**src/rtl/mux_ps_pkg.sv**
```systemverilog
// Shared types and helpers for the DDC parallel-to-serial multiplexer.
// Optional frame-aligned scheduling is selected with MUX_PS_FRAME_ALIGN_EN.
package mux_ps_pkg;

   typedef enum logic [1:0] {SCAN, PRESENT, GAP} state_t;

   localparam int CHIDX_INVALID = 0;

   function automatic int level_w(input int depth);
      return $clog2(depth) + 1;
   endfunction

endpackage

```
**src/rtl/mux_ps_fifo.sv**
```systemverilog
// Single-clock show-ahead FIFO: dout always presents the oldest word while not empty.
// Occupancy is counted explicitly so full/empty/level come straight from one register.
module mux_ps_fifo
   import mux_ps_pkg::*;
#(
   parameter int DATA_WIDTH = 24,
   parameter int FIFO_DEPTH = 16
) (
   input  logic                          clk,
   input  logic                          rst_n,
   input  logic                          wr,
   input  logic                          rd,
   input  logic [DATA_WIDTH-1:0]         din,
   output logic [DATA_WIDTH-1:0]         dout,
   output logic                          empty,
   output logic                          full,
   output logic [level_w(FIFO_DEPTH)-1:0] level
);

   localparam int AW = $clog2(FIFO_DEPTH);
   localparam int LW = level_w(FIFO_DEPTH);

   logic [DATA_WIDTH-1:0] mem_q [FIFO_DEPTH];
   logic [AW-1:0]         wr_ptr_q, rd_ptr_q;
   logic [LW-1:0]         count_q;
   logic                  wr_en, rd_en;

   // A write into a full FIFO is refused even if a read frees a slot on the same edge.
   assign wr_en = wr && !full;
   assign rd_en = rd && !empty;

   always_ff @(posedge clk) begin
      if (wr_en) mem_q[wr_ptr_q] <= din;
   end

   always_ff @(posedge clk or negedge rst_n) begin
      if (!rst_n) begin
         wr_ptr_q <= '0;
         rd_ptr_q <= '0;
         count_q  <= '0;
      end else begin
         if (wr_en) wr_ptr_q <= wr_ptr_q + 1'b1;
         if (rd_en) rd_ptr_q <= rd_ptr_q + 1'b1;
         count_q <= count_q + LW'(wr_en) - LW'(rd_en);
      end
   end

   assign dout  = mem_q[rd_ptr_q];
   assign empty = (count_q == '0);
   assign full  = (count_q == LW'(FIFO_DEPTH));
   assign level = count_q;

endmodule

```
**src/rtl/ddc_mux_ps_nch.sv**
```systemverilog
// N-channel FIFO-buffered round-robin serialiser with tagged valid/ready output.
// Define MUX_PS_FRAME_ALIGN_EN for strict 0..N-1 frames and a Data_Out_Sof output.
module ddc_mux_ps_nch
   import mux_ps_pkg::*;
#(
   parameter int NUM_CH      = 2,
   parameter int DATA_WIDTH  = 24,
   parameter int FIFO_DEPTH  = 16,
   parameter int SLOT_CLKS   = 8,
   parameter int CHIDX_WIDTH = 4
) (
   input  logic                                    CLK,
   input  logic                                    nRST,
   input  logic [NUM_CH*DATA_WIDTH-1:0]            Data_In,
   input  logic [NUM_CH-1:0]                       Data_In_Valid,
   output logic [DATA_WIDTH-1:0]                   Data_Out,
   output logic                                    Data_Out_Valid,
   input  logic                                    Data_Out_Ready,
   output logic [CHIDX_WIDTH-1:0]                  Data_Out_ChIdx,
   output logic [NUM_CH-1:0]                       Overflow,
`ifdef MUX_PS_FRAME_ALIGN_EN
   output logic                                    Data_Out_Sof,
`endif
   output logic [NUM_CH*level_w(FIFO_DEPTH)-1:0]   Fifo_Level
);

   localparam int LW    = level_w(FIFO_DEPTH);
   localparam int CH_W  = $clog2(NUM_CH);
   localparam int GAP_W = $clog2(SLOT_CLKS + 1);

   logic [DATA_WIDTH-1:0]  fifo_dout [NUM_CH];
   logic [NUM_CH-1:0]      empty, full, rd;
   logic                   pick;
   logic [CH_W-1:0]        pick_ch;

   state_t                 state_q;
   logic [DATA_WIDTH-1:0]  data_q;
   logic                   valid_q;
   logic [CHIDX_WIDTH-1:0] chidx_q;
   logic [CH_W-1:0]        cur_ch_q;
   logic [GAP_W-1:0]       gap_q;
   logic [NUM_CH-1:0]      overflow_q;
   logic [CH_W-1:0]        next_ch;

   generate
      for (genvar gi = 0; gi < NUM_CH; gi++) begin : g_ch
         assign rd[gi] = (state_q == SCAN) && pick && (pick_ch == CH_W'(gi));
         mux_ps_fifo #(
            .DATA_WIDTH (DATA_WIDTH),
            .FIFO_DEPTH (FIFO_DEPTH)
         ) u_fifo (
            .clk   (CLK),
            .rst_n (nRST),
            .wr    (Data_In_Valid[gi]),
            .rd    (rd[gi]),
            .din   (Data_In[gi*DATA_WIDTH +: DATA_WIDTH]),
            .dout  (fifo_dout[gi]),
            .empty (empty[gi]),
            .full  (full[gi]),
            .level (Fifo_Level[gi*LW +: LW])
         );
      end
   endgenerate

   assign next_ch = (cur_ch_q == CH_W'(NUM_CH - 1)) ? '0 : cur_ch_q + 1'b1;

`ifdef MUX_PS_FRAME_ALIGN_EN
   logic            frame_act_q;
   logic [CH_W-1:0] frame_idx_q;
   logic            sof_q;

   // Inside a frame the next channel is fixed; a new frame needs every FIFO loaded.
   always_comb begin
      pick    = 1'b0;
      pick_ch = frame_idx_q;
      if (frame_act_q) begin
         pick = !empty[frame_idx_q];
      end else if (&(~empty)) begin
         pick    = 1'b1;
         pick_ch = '0;
      end
   end

   always_ff @(posedge CLK or negedge nRST) begin
      if (!nRST) begin
         frame_act_q <= 1'b0;
         frame_idx_q <= '0;
         sof_q       <= 1'b0;
      end else if (state_q == SCAN && pick) begin
         frame_act_q <= 1'b1;
         sof_q       <= !frame_act_q;
      end else if (state_q == PRESENT && Data_Out_Ready) begin
         sof_q       <= 1'b0;
         frame_act_q <= (cur_ch_q != CH_W'(NUM_CH - 1));
         frame_idx_q <= next_ch;
      end
   end

   assign Data_Out_Sof = sof_q;
`else
   logic [CH_W-1:0] rr_ptr_q;

   // Walk backwards so the channel closest to rr_ptr is the one left selected.
   always_comb begin
      int c;
      pick    = 1'b0;
      pick_ch = '0;
      c       = 0;
      for (int i = NUM_CH - 1; i >= 0; i--) begin
         c = int'(rr_ptr_q) + i;
         if (c >= NUM_CH) c = c - NUM_CH;
         if (!empty[CH_W'(c)]) begin
            pick    = 1'b1;
            pick_ch = CH_W'(c);
         end
      end
   end

   always_ff @(posedge CLK or negedge nRST) begin
      if (!nRST) begin
         rr_ptr_q <= '0;
      end else if (state_q == PRESENT && Data_Out_Ready) begin
         rr_ptr_q <= next_ch;
      end
   end
`endif

   always_ff @(posedge CLK or negedge nRST) begin
      if (!nRST) begin
         state_q  <= SCAN;
         data_q   <= '0;
         valid_q  <= 1'b0;
         chidx_q  <= CHIDX_WIDTH'(CHIDX_INVALID);
         cur_ch_q <= '0;
         gap_q    <= '0;
      end else begin
         case (state_q)
            SCAN: begin
               if (pick) begin
                  data_q   <= fifo_dout[pick_ch];
                  chidx_q  <= CHIDX_WIDTH'(pick_ch) + 1'b1;
                  valid_q  <= 1'b1;
                  cur_ch_q <= pick_ch;
                  state_q  <= PRESENT;
               end
            end
            PRESENT: begin
               if (Data_Out_Ready) begin
                  valid_q <= 1'b0;
                  chidx_q <= CHIDX_WIDTH'(CHIDX_INVALID);
                  gap_q   <= GAP_W'(SLOT_CLKS - 1);
                  state_q <= GAP;
               end
            end
            GAP: begin
               if (gap_q == '0) state_q <= SCAN;
               else             gap_q   <= gap_q - 1'b1;
            end
            default: state_q <= SCAN;
         endcase
      end
   end

   always_ff @(posedge CLK or negedge nRST) begin
      if (!nRST) overflow_q <= '0;
      else       overflow_q <= overflow_q | (Data_In_Valid & full);
   end

   assign Data_Out       = data_q;
   assign Data_Out_Valid = valid_q;
   assign Data_Out_ChIdx = chidx_q;
   assign Overflow       = overflow_q;

endmodule

```
**config.mk**
```make
export PLATFORM = sky130hd
export DESIGN_NAME = ddc_mux_ps_nch
export DESIGN_NICKNAME = d
export VERILOG_FILES = /design/src/rtl/mux_ps_pkg.sv /design/src/rtl/mux_ps_fifo.sv /design/src/rtl/ddc_mux_ps_nch.sv
export SDC_FILE = /design/constraint.sdc
export NUM_CORES = 1
export LEC_CHECK = 0
export ABC_AREA = 1
export BUFFER_PORTS_ARGS = -buffer_cell sky130_fd_sc_hd__buf_4
export CAP_MARGIN = 0
export CELL_PAD_IN_SITES_DETAIL_PLACEMENT = 2
export CELL_PAD_IN_SITES_GLOBAL_PLACEMENT = 2
export CORE_MARGIN = 1
export CORE_UTILIZATION = 42
export DETAILED_ROUTE_END_ITERATION = 6
export GPL_TIMING_DRIVEN = 0
export PLACE_DENSITY = 0.76
export SLEW_MARGIN = 15
export SYNTH_ARGS = -nofsm -noshare
export SYNTH_HDL_FRONTEND = slang
export SYNTH_SLANG_ARGS = --single-unit
```
**constraint.sdc**
```tcl
create_clock -name CLK -period 3.55 [get_ports CLK]
set_input_delay 0.1775 -clock CLK [delete_from_list [all_inputs] [get_ports CLK]]
set_output_delay 0.1775 -clock CLK [all_outputs]
set_load 0.02 [all_outputs]
```
# Yosys cells after proc, flatten, opt, wreduce, memory -nomap -nowiden
# Memories as Yosys holds them, arrays and structs flattened.
# Cells that the tools add are included.
# Widths: inputs -> output; s select.
# word_totals
reg_bits,65
ram_bits,768
inputBits,53
output_inout_bits,41
word_cells,100
mem_count,2
# classes
add_sub_neg,14
n_lt_le_gt_ge,5
eq_ne,8
n_mux,31
bitwise,4
reduce_logical,22
# mem_list
memory,depth,width,rd,rd_clocked_by_memory_dff,wr,line_no,text
g_ch[0].u_fifo.mem_q,16,24,1,0,1,mux_ps_fifo.sv:23,logic [DATA_WIDTH-1:0] mem_q [FIFO_DEPTH];
g_ch[1].u_fifo.mem_q,16,24,1,0,1,mux_ps_fifo.sv:23,
# ops
op,count
$mux 24,3
$mux 1,17
$add 4x1->4 const B,4
$mux 4,4
$pmux 4 s2,2
$add 5x1->5,2
$eq 5x5->1 const B,2
$logic_not 5->1,2
$sub 5x1->5,2
$reduce_and 3->1,3
$logic_and 1x1->1,8
$ne 2x2->1 const B,4
$lt 1x3->1 const B,2
$mux 2,3
$pmux 2 s3,1
$add 1x1->2 const B,2
$ge 2x2->1 const B,2
$logic_not 1->1,4
$logic_not 4->1,1
$reduce_bool 2->1,2
$sub 4x1->4 const B,1
$and 2x2->2,1
$eq 2x1->1 const B,1
$eq 2x2->1 const B,1
other kinds (9),10

# Logic depth before layout (Yosys ltp)
# Gate-level depths: netlist of run 1.
# depth
word_depth,12
ltp_mapped,15
depth_no_buf,15

# Cells and area by module
# Synthesis of run 1 repeated with hierarchy kept, for this count alone.
# hier_totals
hier_cells,3391
hier_area_um2,35462.8
# by_module_without_submodules
module,instances,cells_each,area_per_inst_um2,seq_area_each_um2
mux_ps_fifo (g_ch[0].u_fifo),1,1597,16871.2,11856.4
mux_ps_fifo (g_ch[1].u_fifo),1,1597,16862.4,11856.4
ddc_mux_ps_nch,1,197,1729.2,925.9

# Worst setup path after synthesis of run 1
# OpenSTA, ideal clock, no wires.
# synth_timing
kind,reg-to-reg
startpoint,register g_ch[1].u_fifo.count_q[2]
endpoint,memory g_ch[1].u_fifo.mem_q[0][0] (enable)
setup_ps,405
arrival_ps,2233
required_ps,3145
setup_slack_ps,912
path_stages_with_launch,8
n_path_buf,0
period_less_slack_ps,2638
cell_sequence,dfrtp_1 -> inv_1 -> ha_1 -> nand4_1 -> nand2_1 -> inv_1 -> nand2_1 -> nor2_1
# synth_via
elab_chain_cells,5
# synth_rtl
element,line_no,text
from (decl),mux_ps_fifo.sv:25,logic [LW-1:0] count_q;
from (signal assigned),mux_ps_fifo.sv:44,count_q <= count_q + LW'(wr_en) - LW'(rd_en);
$eq 5x5->1,mux_ps_fifo.sv:50,assign full = (count_q == LW'(FIFO_DEPTH));
$logic_not 1->1,mux_ps_fifo.sv:29,assign wr_en = wr && !full;
$logic_and 1x1->1,mux_ps_fifo.sv:29,
named net g_ch[1].u_fifo.wr_en,mux_ps_fifo.sv:26,"logic wr_en, rd_en;"
$mux 1,mux_ps_fifo.sv:33,if (wr_en) mem_q[wr_ptr_q] <= din;
$mux 1 (not written as such),mux_ps_fifo.sv:33,
to (decl),mux_ps_fifo.sv:23,
# The timed path passes the listed nets, and every way through them passes these cells.

# Final worst setup path of run 1
# layout_timing
startpoint,register g_ch[0].u_fifo.count_q[2]
endpoint,register g_ch[1].u_fifo.count_q[4]
# layout_via
elab_chain_cells,9
elab_cells_between_ends,13
cone_classes,add/sub (1); mux (8); reduce/logical (4)
# layout_rtl
element,line_no,text
from (decl),mux_ps_fifo.sv:25,
from (signal assigned),mux_ps_fifo.sv:44,
$logic_not 5->1 *,mux_ps_fifo.sv:49,assign empty = (count_q == '0);
$mux 1 (not written as such) (2 in a row),ddc_mux_ps_nch.sv:112,if (!empty[CH_W'(c)]) begin
$mux 1 (2 in a row),ddc_mux_ps_nch.sv:112,
$logic_and 1x1->1,ddc_mux_ps_nch.sv:47,assign rd[gi] = (state_q == SCAN) && pick && (pick_ch == CH_W'(gi));
$logic_and 1x1->1 *,ddc_mux_ps_nch.sv:47,
$logic_and 1x1->1 *,mux_ps_fifo.sv:30,assign rd_en = rd && !empty;
named net g_ch[1].u_fifo.rd_en,mux_ps_fifo.sv:26,
$sub 5x1->5 *,mux_ps_fifo.sv:44,
# Mark *: on every way through the listed nets, which the timed path passes. The rest lies on a longest branch. The select of a mux whose other input is x is not followed.
# A chain may end at the register's enable or synchronous reset.

==> results.yml, run 1 <==
routing:
  viasPerCell: 5.56
  drt_pass1_iterations: 5
  drc: 0
  drt-total-wl_mm: 134
  drt_iter0_drc: 2005
  dr_total_vias: 25900
  wire_per_inst_um: 28.7
  antenna_left: 0
clock_tree:
  cts.clk_slew.worst_paths_ns: 0.06
  cts_buffers: 92
  cts_buffer_depth: 3
  clkLatencyLatePin_ns: 0.66
  cts_setup_buffers: 0
  cts.sinks: 831
  htree_levels: 3
  cts_resized: 0
  ctsHoldBuffers: 52
  cts_root_buf: "clkbuf_16"
  cts_tree: "done"
layout:
  antennaDiodeCount: 0
  stdcell_area_sq_mm: 0.0415
  drive_gt1_share_pct: 11.1
  fillers: 8212
  syn_to_final_growth_pct: 18.2
  nNetsFinal: 3596
  layout_common_cells: "nand2_1, edfxtp_1, nand3_1"
  layout_commonest_cell: "nand2_1"
  finalCoreUtilization_pct: 50.3
timing:
  tightest_slew_ns: 1.06
  clock.fmax_ghz: 0.324
  fin_crit_sh_pct: 87.0
  finClkSkew_ns: 0.0278
  finalMaxSlewViolations: 0
  finalSetupViolations: 0
  rsz0062_at_grt: "false"
  relSlewSlack_pct: 29.1
  tns_ns: 0
  hold_ws_ns: 0.232
  fin_crit_ns: 3.09
  final_hold_viol_count: 0
yosys:
  synth-compound-area-share_pct: 1.12
  synth_xor_area_share_pct: 0.499
  ys_ff_latch: 831
  synth_cell_type_count: 32
  synth_adder_area_share_pct: 0.935
  synth_top_family_by_area: "simple AND/OR/NAND/NOR gates"
  synth.mux.area_fraction_pct: 0
  synth_cells: 3248
  ys_warn_count: 0
  synth_area_sq_mm: 0.0351
  synth-simple-area-share_pct: 21.3
  ys_seq_area_share_pct: 70.2
  syn_area_per_cell_sq_um: 10.8
global_route:
  grt_pass1_wl_mm: 195
  grt_start_max_net_pins: 64
  grt-ovfl-total: 0
  grt_pass1_vias: 29100
  grtUsageTotal_pct: 31.7
  antenna_found_initial: 2
status:
  status: "finished clean"
floorplanning:
  fp.coreArea_sq_mm: 0.0824
  io_pins: 94
  die_w_um: 291
  rows: 105
  dieArea_sq_mm: 0.0847
  die_h_um: 291
  start_util_pct: 42.6
hold_path:
  hold_class: "primary input to asynchronous set/reset pin"
placement:
  dpl-instance-area_sq_mm: 0.0381
  portBuffers: 91
  gp_congestion: 0.826
  post-dp-hpwl_mm: 88.9
pwr:
  power_w: 0.0363
  powerDensity_mw_per_mm2: 876
  vdd_drop_max_mv: 0.514
  p_leak_nw: 17.0
worst_setup_path:
  endpoint_kind: "register"
  rrSetupSlack_ns: 0.46
  required_ns: 4.12
  r2r_start: "g_ch[0].u_fifo.level[2]"
  critPathLaunchType: "register"
  worstPathMaxFanout: 8
  r2r_cells: 15
  path_class: "register to register"
  crit_arrival_ns: 3.66
  r2r-end: "g_ch[1].u_fifo.level[4]"
run:
  maxCapViolCount: 0
power breakdown:
group	switching (W)	internal, W	total (W)
logic	0.0106	0.00381	0.0144
clock network	0.00408	0.00528	0.00936
registers	0.000595	0.0120	0.0126
total	0.0153	0.0211	0.0363
through the flow:
| stage | cells | worst slack (ns) |
|---|---|---|
| final | 4658 | 0.462 |
| after global routing | 4658 | 0.229 |
| after CTS | 4658 | 0.407 |
| after detailed placement | 4442 | 0.436 |
| after global placement | 4410 | -0.751 |
| after floorplan | 3249 | 0.912 |
worst max-delay path, cell delays in order (launching register included):
cell	delay (ns)
dfrtp_1	0.37
inv_1	0.08
ha_1	0.23
nand4_1	0.11
nand2_1	0.11
inv_1	0.13
nand2_1	0.18
nor2_2	0.40
ha_1	0.20
inv_1	0.05
ha_1	0.21
fa_1	0.44
a21oi_1	0.16
nor2_1	0.06
nor2_1	0.13
xor2_1	0.15
registers in the layout (all words and copies together), names as in the netlist, 4 cells and up:
signal / cells
gap_q: 4
g_ch.u_fifo.wr_ptr_q: 8
Data_Out: 24
g_ch.u_fifo.level: 10
g_ch.u_fifo.mem_q: 768
g_ch.u_fifo.rd_ptr_q: 8
cell families (layout without fill, tap and decap cells):
logic type	after synthesis	after routing
AND/OR/NAND/NOR	1837	1837
flip-flops	831	831
buffers and inverters	461	800
AO/OA/AOI/OAI	73	73
adder cells (fa/ha/maj)	25	25
XOR/XNOR	20	20
other	1	2
worst max path at each step:
stage	start	to	slack (ns)	depth (start not counted)
floorplan	g_ch[1].u_fifo.level[2]	g_ch[1].u_fifo.mem_q[0][0]	0.91	7
global placement	g_ch[0].u_fifo.level[2]	g_ch[0].u_fifo.mem_q[4][14]	-0.75	7
detailed placement	g_ch[0].u_fifo.level[2]	g_ch[1].u_fifo.level[4]	0.44	15
CTS	g_ch[0].u_fifo.level[2]	g_ch[1].u_fifo.level[4]	0.41	15
global route	g_ch[0].u_fifo.level[2]	g_ch[1].u_fifo.level[4]	0.23	15
finish	g_ch[0].u_fifo.level[2]	g_ch[1].u_fifo.level[4]	0.46	15
per-layer routing:
layer	track usage, %	routed length [um]	up-vias
met5	0	13	-
met4	14.2	6360	2
met3	3.85	6310	295
met2	58.6	70800	875
met1	36.8	50100	13500
li1	-	-	11300
final cells by class:
class	instances	area (sq um)	area share (%)
Buffer	168	975	2.35
Clock buffer	118	2480	5.99
Clock inverter	46	357	0.860
Inverter	293	1100	2.66
Multi-Input combinational cell	1957	8600	20.8
Sequential cell	831	24600	59.4
Tap cell	1070	1340	3.23
Timing Repair Buffer	175	1960	4.74
synthesized netlist by cell type, drive strengths merged:
master,number,area share (%)
nand2,1254,13
edfxtp,768,66
nand3,436,6.2
inv,292,3.1
nor2,139,1.5
buf,131,2.4
dfrtp,63,4.5
o21ai,56,0.80
clkbuf,37,0.40
ha,23,0.82
xor2,19,0.47
a21oi,7,0.10
nand4,6,0.11
o211ai,5,0.11
fa,2,0.11
o21bai,2,0.043
a22oi,1,0.021
a31o,1,0.025
clkinv,1,0.011
conb,1,0.011
nor3,1,0.014
o31ai,1,0.021
or2,1,0.018
xnor2,1,0.025
Power figures use the tool's default switching activity.
==> run 2, diff against run 1 <==
--- a/config.mk
+++ b/config.mk
@@ -11,10 +11,10 @@
 export CELL_PAD_IN_SITES_DETAIL_PLACEMENT = 2
 export CELL_PAD_IN_SITES_GLOBAL_PLACEMENT = 2
 export CORE_MARGIN = 1
-export CORE_UTILIZATION = 42
+export CORE_UTILIZATION = 38
 export DETAILED_ROUTE_END_ITERATION = 6
 export GPL_TIMING_DRIVEN = 0
-export PLACE_DENSITY = 0.76
+export PLACE_DENSITY = 0.73
 export SLEW_MARGIN = 15
 export SYNTH_ARGS = -nofsm -noshare
 export SYNTH_HDL_FRONTEND = slang
==> constraint.sdc (replaced) <==
create_clock -name CLK -period 2.7 [get_ports CLK]
set_input_delay 0.135 -clock CLK [delete_from_list [all_inputs] [get_ports CLK]]
set_output_delay 0.135 -clock CLK [all_outputs]
set_load 0.02 [all_outputs]
==> run 2 against run 1 <==
Clock skew grew 0.0045 ns. Die area grew 10%. Fmax increased by 16%. Via count down 1.0%. Total power up 32%. Critical endpoint unchanged. Largest power group unchanged.
==> results.yml, run 2 (same netlist as run 1, synthesis figures left out) <==
worst_setup_path:
  path_class: "register to register"
  critPathLaunchType: "register"
  endpoint_kind: "register"
  r2r_cells: 15
  crit_arrival_ns: 3.25
  worstPathMaxFanout: 4
  required_ns: 3.29
floorplanning:
  rows: 111
  die_h_um: 306
  die_w_um: 306
  fp.coreArea_sq_mm: 0.0915
  start_util_pct: 38.3
  io_pins: 94
  dieArea_sq_mm: 0.0935
timing:
  finalMaxSlewViolations: 0
  rsz0062_at_grt: "true"
  finalSetupViolations: 0
  finClkSkew_ns: 0.0323
  fin_crit_ns: 2.66
  final_hold_viol_count: 0
  tightest_slew_ns: 1.01
  fin_crit_sh_pct: 98.5
  hold_ws_ns: 0.118
  clock.fmax_ghz: 0.376
  relSlewSlack_pct: 32.4
pwr:
  powerDensity_mw_per_mm2: 1140
  vdd_drop_max_mv: 0.597
  p_leak_nw: 17.1
clock_tree:
  cts_buffer_depth: 3
  cts.sinks: 831
  cts_buffers: 93
  htree_levels: 3
  clkLatencyLatePin_ns: 0.68
  cts_tree: "done"
  cts_root_buf: "clkbuf_16"
  cts.clk_slew.worst_paths_ns: 0.06
status:
  status: "finished clean"
placement:
  portBuffers: 91
  dpl-instance-area_sq_mm: 0.0382
  post-dp-hpwl_mm: 88.6
  gp_congestion: 0.826
  place_inst: 4558
layout:
  largest_register_ffs: 768
  fin_cells: 4796
  drive_gt1_share_pct: 12.1
  top_register: "g_ch.u_fifo.mem_q"
  stdcell_area_sq_mm: 0.0419
  layout_commonest_cell: "nand2_1"
  syn_to_final_growth_pct: 19.5
  nNetsFinal: 3613
  layout_common_cells: "nand2_1, edfxtp_1, nand3_1"
routing:
  dr_total_vias: 25700
  drt_pass1_iterations: 6
  viasPerCell: 5.35
  wire_per_inst_um: 27.3
  antenna_left: 0
  drc: 0
  drt_iter0_drc: 1931
  drt-total-wl_mm: 131
global_route:
  grt-ovfl-total: 0
  grt_pass1_vias: 28800
  antenna_found_initial: 1
  grtUsageTotal_pct: 28.2
  grt_start_max_net_pins: 64
  grt_pass1_wl_mm: 192
hold_path:
  hold_class: "primary input to asynchronous set/reset pin"
run:
  maxCapViolCount: 0
run 2: changes by cell type in the layout (fill, tap and decap cells not counted), sizes merged:
| cell | change |
|---|---|
| buf | +16 |
| bufinv | -1 |
| clkbuf | +14 |
| clkinv | -10 |
| diode | +1 |
| inv | +2 |
run 2: layout make-up:
cell class / instances / area (sq um)
Antenna cell: 1 / 2.50
Buffer: 167 / 970
Clock buffer: 132 / 2610
Clock inverter: 37 / 283
Fill cell: 9230 / 49600
Inverter: 293 / 1110
Multi-Input combinational cell: 1957 / 8680
Sequential cell: 831 / 24600
Tap cell: 1186 / 1480
Timing Repair Buffer: 192 / 2130
run 2: per-layer routing:
layer | GRT usage [%] | part of all wire, %
met4 | 10.9 | 3.9
met3 | 3.36 | 4.6
met1 | 33.7 | 39
met2 | 51.6 | 52
met5 | 0 | 0
run 2: what timing repair did:
action                                  4_1_cts  5_1_grt
endpoints found under the setup margin       38       83
setup buffers                                 5       12
hold endpoints to repair                    844        0
resized for setup                            15        7
hold buffers                                 52        0
pin swaps                                     6       14
run 2: stage by stage:
| stage | power, W | utilization (%) | TNS (ns) | worst slack (ns) |
|---|---|---|---|---|
| after floorplan | 0.0265 | - | 0 | 0.0618 |
| after global placement | 0.0336 | 40.7 | -960.44 | -1.67 |
| after detailed placement | 0.0352 | 41.8 | -1.79 | -0.550 |
| after CTS | 0.0480 | 45.6 | 0 | 0.00325 |
| after global routing | 0.0500 | 45.8 | -1.35 | -0.116 |
| final | 0.0480 | 45.8 | 0 | 0.0404 |
run 2: worst max-delay path: stages (launching register included):
cell and delay, ns:
dfrtp_1 0.41, inv_2 0.10, ha_4 0.14, nand4_1 0.16
nand2_2 0.18, inv_4 0.06, nand2_4 0.10, nor2_4 0.06
ha_4 0.26, inv_1 0.05, ha_4 0.16, fa_2 0.39
a21oi_2 0.17, nor2_1 0.06, nor2_1 0.13, xor2_1 0.15
run 2: final timing paths:
check	slack [ns]	startpoint	end
setup reg to reg	0.04	g_ch[0].u_fifo.level[3]	g_ch[1].u_fifo.level[4]
min in group CLK	0.22	Data_Out_Ready	state_q[0]
setup / recovery	0.04	g_ch[0].u_fifo.level[3]	g_ch[1].u_fifo.level[4]
max in group asynchronous	1.96	nRST	g_ch[1].u_fifo.rd_ptr_q[2]
hold reg to reg	0.49	cur_ch_q	cur_ch_q
hold / removal	0.12	nRST	g_ch[0].u_fifo.level[3]
run 2: report_power, final:
| group | total, W | internal, W | switching (W) |
|---|---|---|---|
| combinational | 0.0190 | 0.00524 | 0.0138 |
| sequential | 0.0166 | 0.0158 | 0.000820 |
| clock | 0.0124 | 0.00708 | 0.00531 |
==> run 3, diff against run 2 <==
--- a/config.mk
+++ b/config.mk
@@ -5,16 +5,15 @@
 export SDC_FILE = /design/constraint.sdc
 export NUM_CORES = 1
 export LEC_CHECK = 0
-export ABC_AREA = 1
 export BUFFER_PORTS_ARGS = -buffer_cell sky130_fd_sc_hd__buf_4
 export CAP_MARGIN = 0
 export CELL_PAD_IN_SITES_DETAIL_PLACEMENT = 2
 export CELL_PAD_IN_SITES_GLOBAL_PLACEMENT = 2
 export CORE_MARGIN = 1
-export CORE_UTILIZATION = 38
+export CORE_UTILIZATION = 45
 export DETAILED_ROUTE_END_ITERATION = 6
 export GPL_TIMING_DRIVEN = 0
-export PLACE_DENSITY = 0.73
+export PLACE_DENSITY = 0.72
 export SLEW_MARGIN = 15
 export SYNTH_ARGS = -nofsm -noshare
 export SYNTH_HDL_FRONTEND = slang
==> run 3 against run 2 <==
The run now ends with negative setup slack left. Total power down 11%. Core utilization up 9.3 points. Final cell count down 43%. Clock power about the same. Register-to-register slack worse by 0.05 ns. First-iteration DRC count down 30%. Sequential power about the same. Critical path depth down 2. Sequential share of layout area up 4.8 points. Cell area down 7.6%. Clock skew down 0.0093 ns. Non-clock buffer count down 80. Critical path type unchanged. Critical endpoint is now g_ch[0].u_fifo.level[4].
==> results.yml, run 3 <==
status:
  status: "finished, violations left"
  violations: "negative setup slack"
timing:
  rsz0062_at_grt: "true"
  clock.fmax_ghz: 0.369
  tightest_slew_ns: 1.17
  setup_ws_ns: -0.00709
  finalMaxSlewViolations: 0
  final_hold_viol_count: 0
  finClkSkew_ns: 0.0229
  finalSetupViolations: 1
  fin_crit_ns: 2.71
  relSlewSlack_pct: 21.4
  tns_ns: -0.00709
  fin_crit_sh_pct: 100
placement:
  gp_congestion: 0.751
  place_inst: 2494
  post-dp-hpwl_mm: 57.8
  portBuffers: 91
yosys:
  synth_edf_count: 768
  synth_top_area_share_pct: 71.9
  synth_cells: 1422
  syn_area_per_cell_sq_um: 22.6
  synth_cell_type_count: 45
  yosysTopAreaCell: "edfxtp_1"
  ys_ff_latch: 831
  yosys-top-cells-count: "edfxtp_1, mux4_2, dfrtp_1"
  synth_area_sq_mm: 0.0321
  ys_warn_count: 0
  synthArstFlopShare_pct: 7.58
  synth_flop_cell: "edfxtp_1"
  ys_seq_area_share_pct: 76.8
  yosysMostFrequentCell: "edfxtp_1"
  synth_area_leaders: "edfxtp_1, mux4_2, dfrtp_1"
clock_tree:
  htree_levels: 3
  cts_tree: "done"
  cts_buffers: 87
  cts.sinks: 831
  cts_buffer_depth: 3
  cts_root_buf: "clkbuf_16"
  clkLatencyLatePin_ns: 0.64
  cts.clk_slew.worst_paths_ns: 0.07
worst_setup_path:
  required_ns: 3.24
  crit_chain: "inv_2 > ha_4 > or4b_4 > nand3_4 > inv_6 > ha_4 > inv_2 > ha_4 > fa_2 > a21oi_2 > nor2_1 > nor2_1 > xnor2_1"
  worstPathMaxFanout: 4
  path_class: "register to register"
  crit_arrival_ns: 3.25
  slowest_stage: "or4b_4"
  cp_common_cell: "ha_4"
  endpoint_kind: "register"
  slowest_delay_ns: 0.52
  critPathLaunchType: "register"
pwr:
  powerDensity_mw_per_mm2: 1100
  sw_frac_of_total_pct: 32.2
  power.switching_w: 0.0137
  p_int_w: 0.0289
  p_comb_share_pct: 32.3
  power_frac_clock_pct: 28.8
  vdd_drop_max_mv: 0.597
  p_leak_nw: 12.9
  power.share.sequential_pct: 38.9
  power_w: 0.0427
layout:
  fillers: 5812
  layout_commonest_cell: "edfxtp_1"
  fin_cells: 2730
  syn_to_final_growth_pct: 20.8
  drive_gt1_share_pct: 34.4
  layout_common_cells: "edfxtp_1, mux4_2, buf_4"
  nNetsFinal: 1795
  top_register: "g_ch.u_fifo.mem_q"
  largest_register_ffs: 768
floorplanning:
  die_w_um: 269
  fp.coreArea_sq_mm: 0.0703
  start_util_pct: 45.6
  dieArea_sq_mm: 0.0723
  io_pins: 94
  rows: 97
  die_h_um: 269
global_route:
  grt_pass1_wl_mm: 132
  antenna_found_initial: 2
  grt-ovfl-total: 0
  grt_start_max_net_pins: 64
  grtUsageTotal_pct: 26.3
  grt_pass1_vias: 18000
routing:
  drt_pass1_iterations: 5
  drt_iter0_drc: 1355
  wire_per_inst_um: 33.9
  drt-total-wl_mm: 92.5
  antenna_left: 0
  drc: 0
  dr_total_vias: 16000
  viasPerCell: 5.85
run:
  maxCapViolCount: 0
hold_path:
  hold_class: "primary input to asynchronous set/reset pin"
[run 3: repair_timing]
action                                 CTS  global route
gates resized for setup                 43            24
endpoints found under the hold margin  835             0
pin swaps                                7            11
setup buffers                           16            11
setup endpoints to repair              444           180
hold buffers                            52             0
[run 3: path summary, 6_finish.rpt]
check / from / to / slack [ns] / depth (start not counted)
hold reg to reg: Overflow[1] / Overflow[1] / 0.47 / 1
setup / recovery: g_ch[0].u_fifo.level[2] / g_ch[0].u_fifo.level[4] / -0.007 / 13
setup reg to reg: g_ch[0].u_fifo.level[2] / g_ch[0].u_fifo.level[4] / -0.007 / 13
min in group CLK: Data_In_Valid[1] / Overflow[1] / 0.27 / 3
max in group asynchronous: nRST / g_ch[0].u_fifo.level[2] / 1.67 / 2
hold / removal: nRST / Data_Out[15] / 0.20 / 2
[run 3: kinds of logic after synthesis]
group                      share of synthesized area [%]
AOI/OAI and AO/OA                                   1.39
xor gates and xnor gates                           0.601
adders and majority gates                           1.02
buffers and inverters                               1.53
DFF                                                 76.8
muxes                                               16.7
other                                             0.0117
and+or+nand+nor                                     1.87
[run 3: cell type report]
class,instances,area [sq um],area share [%]
Buffer,70,440,1.14
Sequential cell,831,24600,63.6
Clock buffer,111,2320,5.99
Clock inverter,50,543,1.40
Inverter,27,110,0.284
Timing Repair Buffer,209,2200,5.67
Antenna cell,1,2.50,0.00646
Tap cell,940,1180,3.04
Multi-Input combinational cell,491,7310,18.9
[run 3: power groups by stage]
stage	sequential (W)	clock, W	combinational (W)
floorplan	0.0168	0	0.00797
global placement	0.0167	0	0.0121
detailed placement	0.0168	0	0.0133
CTS	0.0166	0.0125	0.0139
global route	0.0167	0.0128	0.0146
finish	0.0166	0.0123	0.0138
[run 3: per-layer routing]
metal / wire length [um] / GRT usage [%] / vias up / share of wire (%)
li1: - / - / 6556 / -
met1: 37100 / 33.3 / 8833 / 40
met2: 49400 / 47.3 / 463 / 53
met3: 3880 / 3.92 / 127 / 4.2
met4: 2080 / 6.76 / 2 / 2.3
met5: 13 / 0 / - / 0.014
[run 3: per-stage QoR]
stage                     setup WS [ns]  util (%)  instance area [sq um]  hold WS [ns]
after floorplan                  -0.229         -                  32200        -0.161
after global placement            -1.80      48.5                  34100         0.345
after detailed placement         -0.806      49.8                  35000         0.354
after CTS                       -0.0531      55.0                  38600         0.228
after global routing            -0.0879      55.1                  38700         0.264
final                          -0.00709      55.1                  38700         0.201
[run 3: worst max-delay path, delay by kind of cell, from the launching register on]
| family | cells | cell delay [ns] |
|---|---|---|
| AO/OA/AOI/OAI | 1 | 0.13 |
| AND/OR/NAND/NOR | 4 | 0.87 |
| XOR/XNOR | 1 | 0.13 |
| buffers and inverters | 3 | 0.19 |
| adder cells (fa/ha/maj) | 4 | 0.90 |
| flip-flops | 1 | 0.42 |
